$ cat config.mk
export PLATFORM = sky130hd
export DESIGN_NAME = counter_param
export DESIGN_NICKNAME = d
export VERILOG_FILES = /design/src/rtl/counter_param_pkg.sv /design/src/rtl/counter_prescaler.sv /design/src/rtl/counter_param.sv
export SDC_FILE = /design/constraint.sdc
export NUM_CORES = 1
export LEC_CHECK = 0
export BUFFER_PORTS_ARGS = -buffer_cell sky130_fd_sc_hd__buf_2
export CORE_UTILIZATION = 45
export DETAILED_ROUTE_END_ITERATION = 6
export HOLD_SLACK_MARGIN = 0.02
export PLACE_DENSITY = 0.75
export SLEW_MARGIN = 20
export SYNTH_ARGS = -nofsm -noshare
export SYNTH_HDL_FRONTEND = slang
export SYNTH_SLANG_ARGS = --single-unit
$ cat constraint.sdc
create_clock -name clk -period 2.1 [get_ports clk]
set_clock_uncertainty 0.15 [all_clocks]
set_input_delay 0.21 -clock clk [delete_from_list [all_inputs] [get_ports clk]]
set_output_delay 0.21 -clock clk [all_outputs]
set_load 0.01 [all_outputs]
$ cat src/rtl/counter_param_pkg.sv
// Shared types and encodings for the parametrised up/down counter.
// Every file in the counter_param slice imports this package.
package counter_param_pkg;

  typedef enum logic {
    ST_RUN  = 1'b0,
    ST_HALT = 1'b1
  } state_t;

  localparam logic DIR_UP    = 1'b0;
  localparam logic DIR_DOWN  = 1'b1;
  localparam logic MODE_WRAP = 1'b0;
  localparam logic MODE_SAT  = 1'b1;

endpackage

$ cat src/rtl/counter_prescaler.sv
// Prescaler: counts advance cycles 0..i_prescale and flags tick on the last one.
// Latency: tick is combinational from the stored count; no backpressure, advance is a plain strobe.
module counter_prescaler
  import counter_param_pkg::*;
#(
  parameter int PRESCALE_W = 4
) (
  input  logic                  clk,
  input  logic                  resetn,
  input  logic                  advance,
  input  logic                  clear,
  input  logic [PRESCALE_W-1:0] i_prescale,
  output logic                  tick
);

  logic [PRESCALE_W-1:0] cnt;

  assign tick = (cnt == i_prescale);

  always_ff @(posedge clk) begin
    if (!resetn) begin
      cnt <= '0;
    end else if (clear) begin
      cnt <= '0;
    end else if (advance) begin
      cnt <= tick ? '0 : cnt + 1'b1;
    end
  end

endmodule

$ cat src/rtl/counter_param.sv
// WIDTH-bit up/down counter with enable, limit, wrap/saturate and load; prescaler under COUNTER_PARAM_PRESCALE_EN.
// Latency 1 cycle to o_count; no backpressure, i_clk_en=0 freezes all state.
module counter_param
  import counter_param_pkg::*;
#(
  parameter int WIDTH      = 8,
  parameter int PRESCALE_W = 4
) (
  input  logic                  clk,
  input  logic                  resetn,
  input  logic                  i_clk_en,
  input  logic                  i_count_valid,
  input  logic                  i_dir,
  input  logic                  i_mode,
  input  logic [WIDTH-1:0]      i_limit,
  input  logic                  i_load,
  input  logic [WIDTH-1:0]      i_load_value,
  input  logic [PRESCALE_W-1:0] i_prescale,
  output logic [WIDTH-1:0]      o_count,
  output logic                  o_count_end,
  output logic                  o_halted
);

  state_t           state, state_nxt;
  logic [WIDTH-1:0] count, count_nxt;
  logic             count_end, end_nxt;
  logic             qualified, tick, step, at_term;

  assign qualified = i_clk_en & i_count_valid & (state == ST_RUN);

`ifdef COUNTER_PARAM_PRESCALE_EN
  counter_prescaler #(
    .PRESCALE_W (PRESCALE_W)
  ) u_prescaler (
    .clk        (clk),
    .resetn     (resetn),
    .advance    (qualified & ~i_load),
    .clear      (i_clk_en & i_load),
    .i_prescale (i_prescale),
    .tick       (tick)
  );
`else
  logic unused_prescale;
  assign unused_prescale = ^i_prescale;
  assign tick = 1'b1;
`endif

  assign step = qualified & tick & ~i_load;

  // Compare precedes the increment, so the up path can never overflow.
  assign at_term = (i_dir == DIR_DOWN) ? (count == '0) : (count >= i_limit);

  always_comb begin
    count_nxt = count;
    state_nxt = state;
    end_nxt   = 1'b0;
    if (i_clk_en) begin
      if (i_load) begin
        count_nxt = i_load_value;
        state_nxt = ST_RUN;
      end else if (step) begin
        if (at_term) begin
          end_nxt = 1'b1;
          if (i_mode == MODE_SAT) begin
            state_nxt = ST_HALT;
          end else begin
            count_nxt = (i_dir == DIR_DOWN) ? i_limit : '0;
          end
        end else begin
          count_nxt = (i_dir == DIR_DOWN) ? count - 1'b1 : count + 1'b1;
        end
      end
    end
  end

  always_ff @(posedge clk) begin
    if (!resetn) begin
      count     <= '0;
      count_end <= 1'b0;
      state     <= ST_RUN;
    end else begin
      count     <= count_nxt;
      count_end <= end_nxt;
      state     <= state_nxt;
    end
  end

  assign o_count     = count;
  assign o_count_end = count_end;
  assign o_halted    = (state == ST_HALT);

endmodule
==> results by group, run 1 <==
Synth
  – Yosys reg bits: 10
  – Post-synthesis sequential area ratio: 17.64%
  – Post-synth top area cell: dfxtp_1
  – Syn_nets: 175
  – Avg Cell Area, Syn: 8.533 sq um
  – Post-synth design cell area: 0.001135 sq mm
  – Area contributors post-synth: dfxtp_1 18%, ha_1 15%, nand3_1 4.9%
  – Post-synth top flop: dfxtp_1
  – Mapped Cells: 133
  – Synth top area share: 17.64%
  – Ys async rst share: 0%
  – Distinct cells, synth: 47
  – Yosys warnings: 0
  – Post-synth EDFFs: 0

Place
  – Hpwl dp: 2965 microns
  – Pre-CTS setup slack: -0.4031 ns
  – I/O Buffers: 32
  – Placer congestion estimate: 0.8966

Critical path
  – CP Capture Type: flop
  – Crit path buf inv count: 1
  – Crit-path leading delay family: compound AO/OA/AOI/OAI gates
  – Crit-path slowest cell: dfxtp_4
  – Critical path startpoint category: flop
  – CP startpoint: o_count[4]
  – FF-to-FF path depth: 8
  – Crit-path cells: ha_4 > buf_4 > a211oi_1 > o21a_2 > a211oi_4 > a31oi_4 > nand2_2 > o41ai_2
  – Crit-path max FO: 6
  – R2R setup slack: -0.17 ns
  – Worst EP arrival: 2.29 ns
  – FF-to-FF End: o_count[7]
  – Max incr delay on CP: 0.39 ns
  – Critical setup path kind: reg -> reg
  – Worst reg2reg path startpoint: o_count[4]
  – CP required: 2.12 ns

Routing
  – Via count: 1425
  – First-pass DRT Iterations: 5
  – Residual DRC count: 0
  – Initial drt markers: 46
  – Vias per cell: 6.116
  – WL final: 4312 microns
  – WL/cell: 18.51 microns
  – DRT antenna net count: 0

Clock network
  – Clock tree sinks: 10
  – TritonCTS Buffers: 3
  – Reg clk slew, reported paths: 0.07 ns
  – Clock buffer depth: 2
  – TritonCTS clock tree: built
  – H-tree depth: 1
  – Clk_lat worst skew: 0.28 ns
  – Hold buffers post-CTS: 0
  – Clk root buf: clkbuf_4

Layout
  – ANT cells: 0
  – Storage element area: 225.2 sq um
  – NumNets Final: 248
  – Filler cell count: 151
  – Layout cell share with drive strength beyond 1: 58.05%
  – Utilization after layout: 81.92%
  – Area grow syn2layout: 65.82%
  – Area occupied by multi-input gates: 0.001089 sq mm

Floorplan
  – DIE AREA: 0.002727 sq mm
  – Starting Density: 49.40%
  – Die Width: 52.22 microns
  – Num rows: 17
  – Core area: 0.002297 sq mm
  – # IOs: 37
  – Die H: 52.22 microns

Global routing
  – Largest net degree at the start of global routing: 16
  – Initial antenna violation count: 0
  – GRT Total Usage: 33.37%
  – Grt ovf: 0
  – First-pass GRT wire length: 6465 microns
  – Vias in the first global route: 1400

Pwr
  – Static leakage: 0.0008366 uW
  – Peak supply drop: 0.5342 mV
  – Final Power: 974.3 uW
  – Pwr/cell area: 517.8 mW/mm^2

STA
  – Fin crit share: 108.3%
  – Setup WS post-layout: -0.1740 ns
  – Slew Limit Fails: 0
  – Post-route setup TNS: -0.9127 ns
  – Achievable clock frequency: 439.7 MHz
  – Final hold vios: 0
  – Final Hold Slack: 0.07858 ns
  – Number of setup violations in the final report: 9
  – Minimum clock period: 2.274 ns
  – Slew headroom: 54.30%
  – RSZ-0062 raised after global routing: yes
  – Worst-margin pin slew: 0.6783 ns

Worst hold path
  – WHS Path Cells: 3
  – Hold_sp: i_load_value[5]
  – WHS Endpoint: o_count[5]
  – Hold Crit Class: in -> reg

Run
  – Max-cap viol count: 0

Outcome
  – Failing checks: setup timing
  – Outcome: finished, violations left
==> where the power goes <==
| part | switching, uW | internal, uW |
|---|---|---|
| clock network | 73.4 | 68.9 |
| logic | 293 | 302 |
| registers | 29.3 | 208 |
==> Yosys cell counts, drive strengths merged, types with 2 or more instances <==
| master | n |
|---|---|
| ha | 14 |
| inv | 11 |
| nand3 | 11 |
| dfxtp | 10 |
| o21ai | 10 |
| a211oi | 7 |
| a21oi | 7 |
| nor2 | 7 |
| o21a | 4 |
| a21o | 3 |
| a31oi | 3 |
| nand2 | 3 |
| o31ai | 3 |
| a22oi | 2 |
| and2 | 2 |
| clkbuf | 2 |
| mux2 | 2 |
| nor2b | 2 |
| nor3 | 2 |
| nor4 | 2 |
| o211ai | 2 |
| o221ai | 2 |
| o41ai | 2 |
| xnor2 | 2 |
| xor2 | 2 |
==> cell usage in the layout (no fill, tap or decap), drive strengths merged, types with 2 or more instances in the layout <==
master and count:
clkinv 2, clkbuf 3, o41ai 2, and2 2, a22oi 2, a31oi 3
o21ai 10, o211ai 2, mux2 2, xor2 2, nor2 7, a21o 3
a211oi 7, a21oi 7, ha 14, dfxtp 10, nand2 3, inv 11
o221ai 2, xnor2 2, nor2b 2, nor4 2, o31ai 3, nand3 11
a31o 2, o21a 4, buf 70, nor3 2
==> registers in the layout, indices dropped and copies added, names as in the netlist <==
name and flops:
o_halted 1, o_count 8, o_count_end 1
==> area by class of cell <==
cell class	count	area share [%]
multi-input cells	109	57.85
flip-flops and latches	10	11.97
inverters	12	2.394
clock buffers	3	1.197
well taps	28	1.862
repair buffers	70	24.53
clock inverters	1	0.1995
==> worst register-to-register path: stages (launching register included) <==
cell and delay [ns]:
dfxtp_4 0.39, ha_4 0.17, buf_4 0.13, a211oi_1 0.29
o21a_2 0.25, a211oi_4 0.11, a31oi_4 0.22, nand2_2 0.11
o41ai_2 0.35
==> routing by layer <==
layer / wire length [microns] / GRT usage [%]
met2: 2122 / 59.40
met5: 0 / 0
met4: 213 / 14.91
met1: 1670 / 36.78
met3: 306 / 8.696
==> cells by family after synthesis <==
| kind of cell | count (synthesis) | share of synthesized area [%] |
|---|---|---|
| DFF | 10 | 17.64 |
| muxes | 2 | 1.984 |
| and+or+nand+nor | 35 | 16.98 |
| AOI/OAI and AO/OA | 52 | 37.49 |
| adders and majority gates | 15 | 17.20 |
| xor gates and xnor gates | 4 | 3.088 |
| buffers and inverters | 15 | 5.623 |
==> worst max-delay path by stage <==
stage / slack (ns) / depth (start not counted) / end
floorplan: -0.07 / 8 / o_count[4]
global placement: -0.27 / 8 / o_count[7]
detailed placement: -0.40 / 8 / o_count[7]
CTS: -0.1 / 7 / o_count[7]
global route: -0.23 / 8 / o_count[7]
finish: -0.17 / 8 / o_count[7]
==> what timing repair did <==
action,in CTS,in global routing
setup endpoints to repair,9,10
buffers inserted,2,1
cloned,1,0
endpoints found under the hold margin,0,0
resized for setup,19,5
pin swaps,16,1
==> through the flow <==
step | cell area (sq um) | instances
2_1_floorplan | 1242 | 133
3_3_place_gp | 1694 | 225
3_5_place_dp | 1694 | 225
4_1_cts | 1848 | 232
5_1_grt | 1882 | 233
6_report | 1882 | 233
No activity file was read; power rests on OpenSTA's default activity.
==> run 2, diff against run 1 <==
- CORE_UTILIZATION: 45 -> 50
- PLACE_DENSITY: 0.75 -> 0.79
- SLEW_MARGIN: 20 -> 5
- clock period: 2.1 -> 2.73 ns (I/O delays scaled with it)
==> results by group, run 2 (synthesis gave the netlist of run 1 again) <==
Floorplan
  – Die H: 49.64 microns (-4.9%)
  – # IOs: 37 (unchanged)
  – Num rows: 16 (-1)
  – DIE AREA: 0.002464 sq mm (-9.6%)
  – Starting Density: 55.58% (+6.2 points)
  – Die Width: 49.64 microns (-4.9%)
  – Core area: 0.002042 sq mm (-11%)

Place
  – I/O Buffers: 32 (unchanged)
  – Placement Cell Area: 0.001333 sq mm (-21%)
  – Hpwl dp: 2350 microns (-21%)
  – Placer congestion estimate: 0.8473 (-5.5%)

Layout
  – Most frequent cells in the layout: 32 x buf_2, 14 x ha_1, 11 x inv_1, 11 x nand3_1
  – Area occupied by multi-input gates: 870.8 sq um (-20%)
  – ANT cells: 0 (unchanged)
  – Fin area: 0.001355 sq mm (-28%)
  – Area grow syn2layout: 19.40%
  – Flip-flop count of the largest register after layout: 8 (unchanged)
  – Most common cell after layout, fill and taps aside: buf_2
  – Layout cell share with drive strength beyond 1: 29.76% (-28 points)
  – Storage element area: 200.2 sq um (-11%)
  – NumNets Final: 212 (-15%)
  – Filler cell count: 190 (+26%)

Clock network
  – TritonCTS Buffers: 3 (unchanged)
  – Cts repair resizes: 0 (-19)
  – H-tree depth: 1 (unchanged)
  – Reg clk slew, reported paths: 0.06 ns (about the same)
  – Post-CTS Setup Repair Bufs: 0 (-2)
  – TritonCTS clock tree: built
  – Clk root buf: clkbuf_4
  – Hold buffers post-CTS: 0 (unchanged)
  – Clock tree sinks: 10 (unchanged)
  – Clock buffer depth: 2 (unchanged)
  – Clk_lat worst skew: 0.26 ns (-0.02 ns)

Critical path
  – FF-to-FF path depth: 7 (-1)
  – Critical setup path kind: reg -> reg
  – Worst reg2reg path startpoint: o_count[1]
  – FF-to-FF End: o_count[7]
  – R2R setup slack: 0.21 ns (+0.38 ns)
  – Crit-path max FO: 2 (-4)
  – Critical path startpoint category: flop
  – CP Capture Type: flop
  – Worst EP arrival: 2.54 ns (+0.25 ns)
  – CP required: 2.75 ns (+0.63 ns)

Pwr
  – Final Power: 565.8 uW (-42%)
  – Peak supply drop: 0.3425 mV (-36%)
  – Sequential fraction of design power: 31.2% (+6.9 points)
  – Int Power: 338.2 uW (-41%)
  – Pwr/cell area: 417.6 mW/mm^2 (-19%)
  – Static leakage: 0.0006307 uW (-25%)
  – Switching pwr: 227.6 uW (-43%)
  – Sw Share: 40.22% (-0.44 points)
  – Comb pwr share: 51.3% (-9.8 points)
  – Clk pwr share: 17.5% (+2.9 points)

Run
  – Max-cap viol count: 0 (unchanged)

Worst hold path
  – WHS Path Cells: 3 (unchanged)
  – Hold Crit Class: in -> reg
  – Hold_sp: i_load_value[5]
  – WHS Endpoint: o_count[5]

Routing
  – Residual DRC count: 0 (unchanged)
  – First-pass DRT Iterations: 4 (-1)
  – WL final: 2967 microns (-31%)
  – WL/cell: 15.22 microns (-18%)
  – Initial drt markers: 20 (-57%)
  – DRT antenna net count: 0 (unchanged)
  – Vias per cell: 5.969 (-2.4%)
  – Via count: 1164 (-18%)

Global routing
  – Grt ovf: 0 (unchanged)
  – First-pass GRT wire length: 4968 microns (-23%)
  – GRT Total Usage: 25.98% (-7.4 points)
  – Initial antenna violation count: 0 (unchanged)
  – Largest net degree at the start of global routing: 16 (unchanged)
  – Vias in the first global route: 1056 (-25%)

STA
  – Number of setup violations in the final report: 0 (-9)
  – Fin crit share: 92.39% (-16 points)
  – Final hold vios: 0 (unchanged)
  – Worst-margin pin slew: 0.4703 ns (-0.2081 ns)
  – RSZ-0062 raised after global routing: no
  – Slew headroom: 68.55% (+14 points)
  – Achievable clock frequency: 396.5 MHz (-9.8%)
  – Minimum clock period: 2.522 ns (+0.2482 ns)
  – Post-route setup TNS: 0 ns (+0.9127 ns)
  – Slew Limit Fails: 0 (unchanged)

Outcome
  – Outcome: finished, final reports clean
-- run 2: layer usage --
| metal | part of all wire, % | global-route usage [%] |
|---|---|---|
| met1 | 48 | 34.58 |
| met2 | 47 | 44.37 |
| met3 | 4.1 | 5.556 |
| met4 | 0 | 1.905 |
| met5 | 0 | 0 |
-- run 2: worst max-delay path by stage --
stage,start,end,slack (ns)
6_report,o_count[1],o_count[7],0.21
3_5_place_dp,i_dir,o_count[7],0.12
2_1_floorplan,o_count[1],o_count[7],0.36
3_3_place_gp,i_dir,o_count[7],0.18
5_1_grt,o_count[0],o_count[7],0.06
4_1_cts,o_count[1],o_count[7],0.21
-- run 2: layout make-up --
| cell class | count | area share (%) |
|---|---|---|
| inverters | 12 | 3.324 |
| clock buffers | 3 | 1.662 |
| well taps | 27 | 2.493 |
| repair buffers | 35 | 13.48 |
| multi-input cells | 108 | 64.27 |
| flip-flops and latches | 10 | 14.77 |
-- run 2: worst max-delay path: stages, from the launching register on --
cell and delay, ns:
dfxtp_1 0.33, ha_1 0.29, a211oi_1 0.28, o21ai_0 0.24
o31ai_1 0.30, xor2_1 0.19, mux2_2 0.35, o41ai_2 0.30
-- run 2: through the flow --
stage | setup slack (ns) | util [%] | hold slack, ns | std cells
global placement | 0.1778 | 65.26 | 0.3614 | 192
finish | 0.2078 | 66.36 | 0.1379 | 195
global route | 0.05678 | 66.36 | 0.1526 | 195
detailed placement | 0.1193 | 65.26 | 0.3703 | 192
CTS | 0.2114 | 66.36 | 0.1339 | 195
floorplan | 0.3646 | - | 0.2835 | 133
-- run 2: power groups by stage --
| stage | Clock, uW | Sequential (uW) | Combinational (uW) |
|---|---|---|---|
| after floorplan | 0 | 182 | 199 |
| after global placement | 0 | 178 | 277 |
| after detailed placement | 0 | 179 | 287 |
| after CTS | 102 | 176 | 289 |
| after global routing | 108 | 178 | 324 |
| final | 98.9 | 177 | 290 |
==> run 3, diff against run 2 <==
==> constraint.sdc (replaced) <==
create_clock -name clk -period 2.73 [get_ports clk]
set_clock_uncertainty 0.15 [all_clocks]
set_input_delay 0.546 -clock clk [delete_from_list [all_inputs] [get_ports clk]]
set_output_delay 0.546 -clock clk [all_outputs]
set_load 0.01 [all_outputs]
==> results by group, run 3 (synthesis gave the netlist of run 1 again) <==
Place
  – Placer congestion estimate: 0.9139 (+7.9%)
  – I/O Buffers: 32 (unchanged)
  – Placement Cell Area: 0.001370 sq mm (+2.8%)
  – Placed Cells: 197 (+2.6%)
  – Pre-CTS setup slack: -0.1045 ns (-0.2238 ns)
  – Hpwl dp: 2667 microns (+13%)

Clock network
  – H-tree depth: 1 (unchanged)
  – Clock tree sinks: 10 (unchanged)
  – Reg clk slew, reported paths: 0.07 ns (about the same)
  – TritonCTS Buffers: 3 (unchanged)
  – Clk root buf: clkbuf_4
  – TritonCTS clock tree: built
  – Cts repair resizes: 0 (unchanged)
  – Clock buffer depth: 2 (unchanged)
  – Clk_lat worst skew: 0.27 ns (about the same)
  – Hold buffers post-CTS: 0 (unchanged)
  – Post-CTS Setup Repair Bufs: 0 (unchanged)

Global routing
  – Initial antenna violation count: 0 (unchanged)
  – Largest net degree at the start of global routing: 16 (unchanged)
  – GRT Total Usage: 28.88% (+2.9 points)
  – First-pass GRT wire length: 5437 microns (+9.4%)
  – Grt ovf: 0 (unchanged)
  – Vias in the first global route: 1262 (+20%)

STA
  – Worst-margin pin slew: 0.4335 ns (-0.03676 ns)
  – Number of setup violations in the final report: 0 (unchanged)
  – Slew headroom: 70.83% (+2.3 points)
  – Fin crit share: 93.93% (+1.5 points)
  – Minimum clock period: 2.564 ns (+0.04201 ns)
  – Setup WS post-layout: 0.1658 ns (-0.04201 ns)
  – Achievable clock frequency: 390.0 MHz (-1.6%)
  – Slew Limit Fails: 0 (unchanged)
  – RSZ-0062 raised after global routing: no
  – Final hold vios: 0 (unchanged)

Critical path
  – CP required: 2.76 ns (about the same)
  – Critical path startpoint category: input pin
  – CP Capture Type: flop
  – Crit-path max FO: 6 (+4)
  – Critical setup path kind: in -> reg
  – Worst EP arrival: 2.59 ns (+0.05 ns)

Layout
  – Flip-flop count of the largest register after layout: 8 (unchanged)
  – Utilization after layout: 68.87% (+2.5 points)
  – Fin area: 0.001406 sq mm (+3.8%)
  – Layout cell share with drive strength beyond 1: 32.18% (+2.4 points)
  – ANT cells: 0 (unchanged)
  – Area grow syn2layout: 23.93%
  – Final non-filler cell total: 201 (+3.1%)
  – Most frequent cells in the layout: 32 x buf_2, 14 x ha_1, 11 x inv_1, 11 x nand3_1
  – NumNets Final: 217 (+2.4%)
  – Most common cell after layout, fill and taps aside: buf_2

Floorplan
  – Die H: 49.64 microns (unchanged)
  – DIE AREA: 0.002464 sq mm (unchanged)
  – Die Width: 49.64 microns (unchanged)
  – Num rows: 16 (unchanged)
  – Starting Density: 55.58% (unchanged)
  – # IOs: 37 (unchanged)
  – Core area: 0.002042 sq mm (unchanged)

Pwr
  – Peak supply drop: 0.3705 mV (+8.2%)
  – Pwr/cell area: 444.6 mW/mm^2 (+6.5%)
  – Static leakage: 0.0006627 uW (+5.1%)

Routing
  – Initial drt markers: 25 (+25%)
  – WL final: 3283 microns (+11%)
  – DRT antenna net count: 0 (unchanged)
  – Residual DRC count: 0 (unchanged)
  – Vias per cell: 6.159 (+3.2%)
  – First-pass DRT Iterations: 4 (unchanged)
  – Via count: 1238 (+6.4%)
  – WL/cell: 16.33 microns (+7.3%)

Worst hold path
  – Hold Crit Class: reg -> reg

Outcome
  – Outcome: finished, final reports clean

Run
  – Max-cap viol count: 0 (unchanged)
run 3: report_power, final:
part           internal, uW  switching [uW]
clock network          81.1            58.6
registers               158            17.3
logic                   139             171
run 3: path summary, 6_finish.rpt:
check / cells after the start / slack [ns] / from / end
setup reg to reg: 7 / 0.26 / o_count[6] / o_count[7]
setup / recovery: 8 / 0.17 / i_dir / o_count[7]
hold / removal: 2 / 0.39 / o_halted / o_halted
hold reg to reg: 2 / 0.39 / o_halted / o_halted
run 3: layout make-up:
type	count	area, sq um
Multi-Input combinational cell	108	870.8
Fill cell	187	635.6
Timing Repair Buffer	40	220.2
Sequential cell	10	200.2
Inverter	12	45.04
Clock buffer	4	36.28
Tap cell	27	33.78
run 3: through the flow:
step	hold WS (ns)	power, uW	TNS, ns
after floorplan	0.3741	380.7	0
after global placement	0.3601	467.5	-0.05356
after detailed placement	0.3739	483.5	-0.1045
after CTS	0.3948	623.8	0
after global routing	0.4239	664.5	0
final	0.3894	625.2	0
run 3: metal layers:
metal  global-route usage [%]  vias to the layer above  share of wire [%]
li1                         -                      599                  -
met1                    34.46                      568                 42
met2                    52.03                       57                 50
met3                    3.704                       14                5.8
met4                    10.48                        0                2.7
met5                        0                        -                  0
run 3: critical path: stages:
cell	delay [ns]
buf_2	0.14
ha_1	0.31
a211oi_1	0.23
o21ai_0	0.18
o31ai_1	0.32
xor2_1	0.20
mux2_2	0.36
o41ai_2	0.31
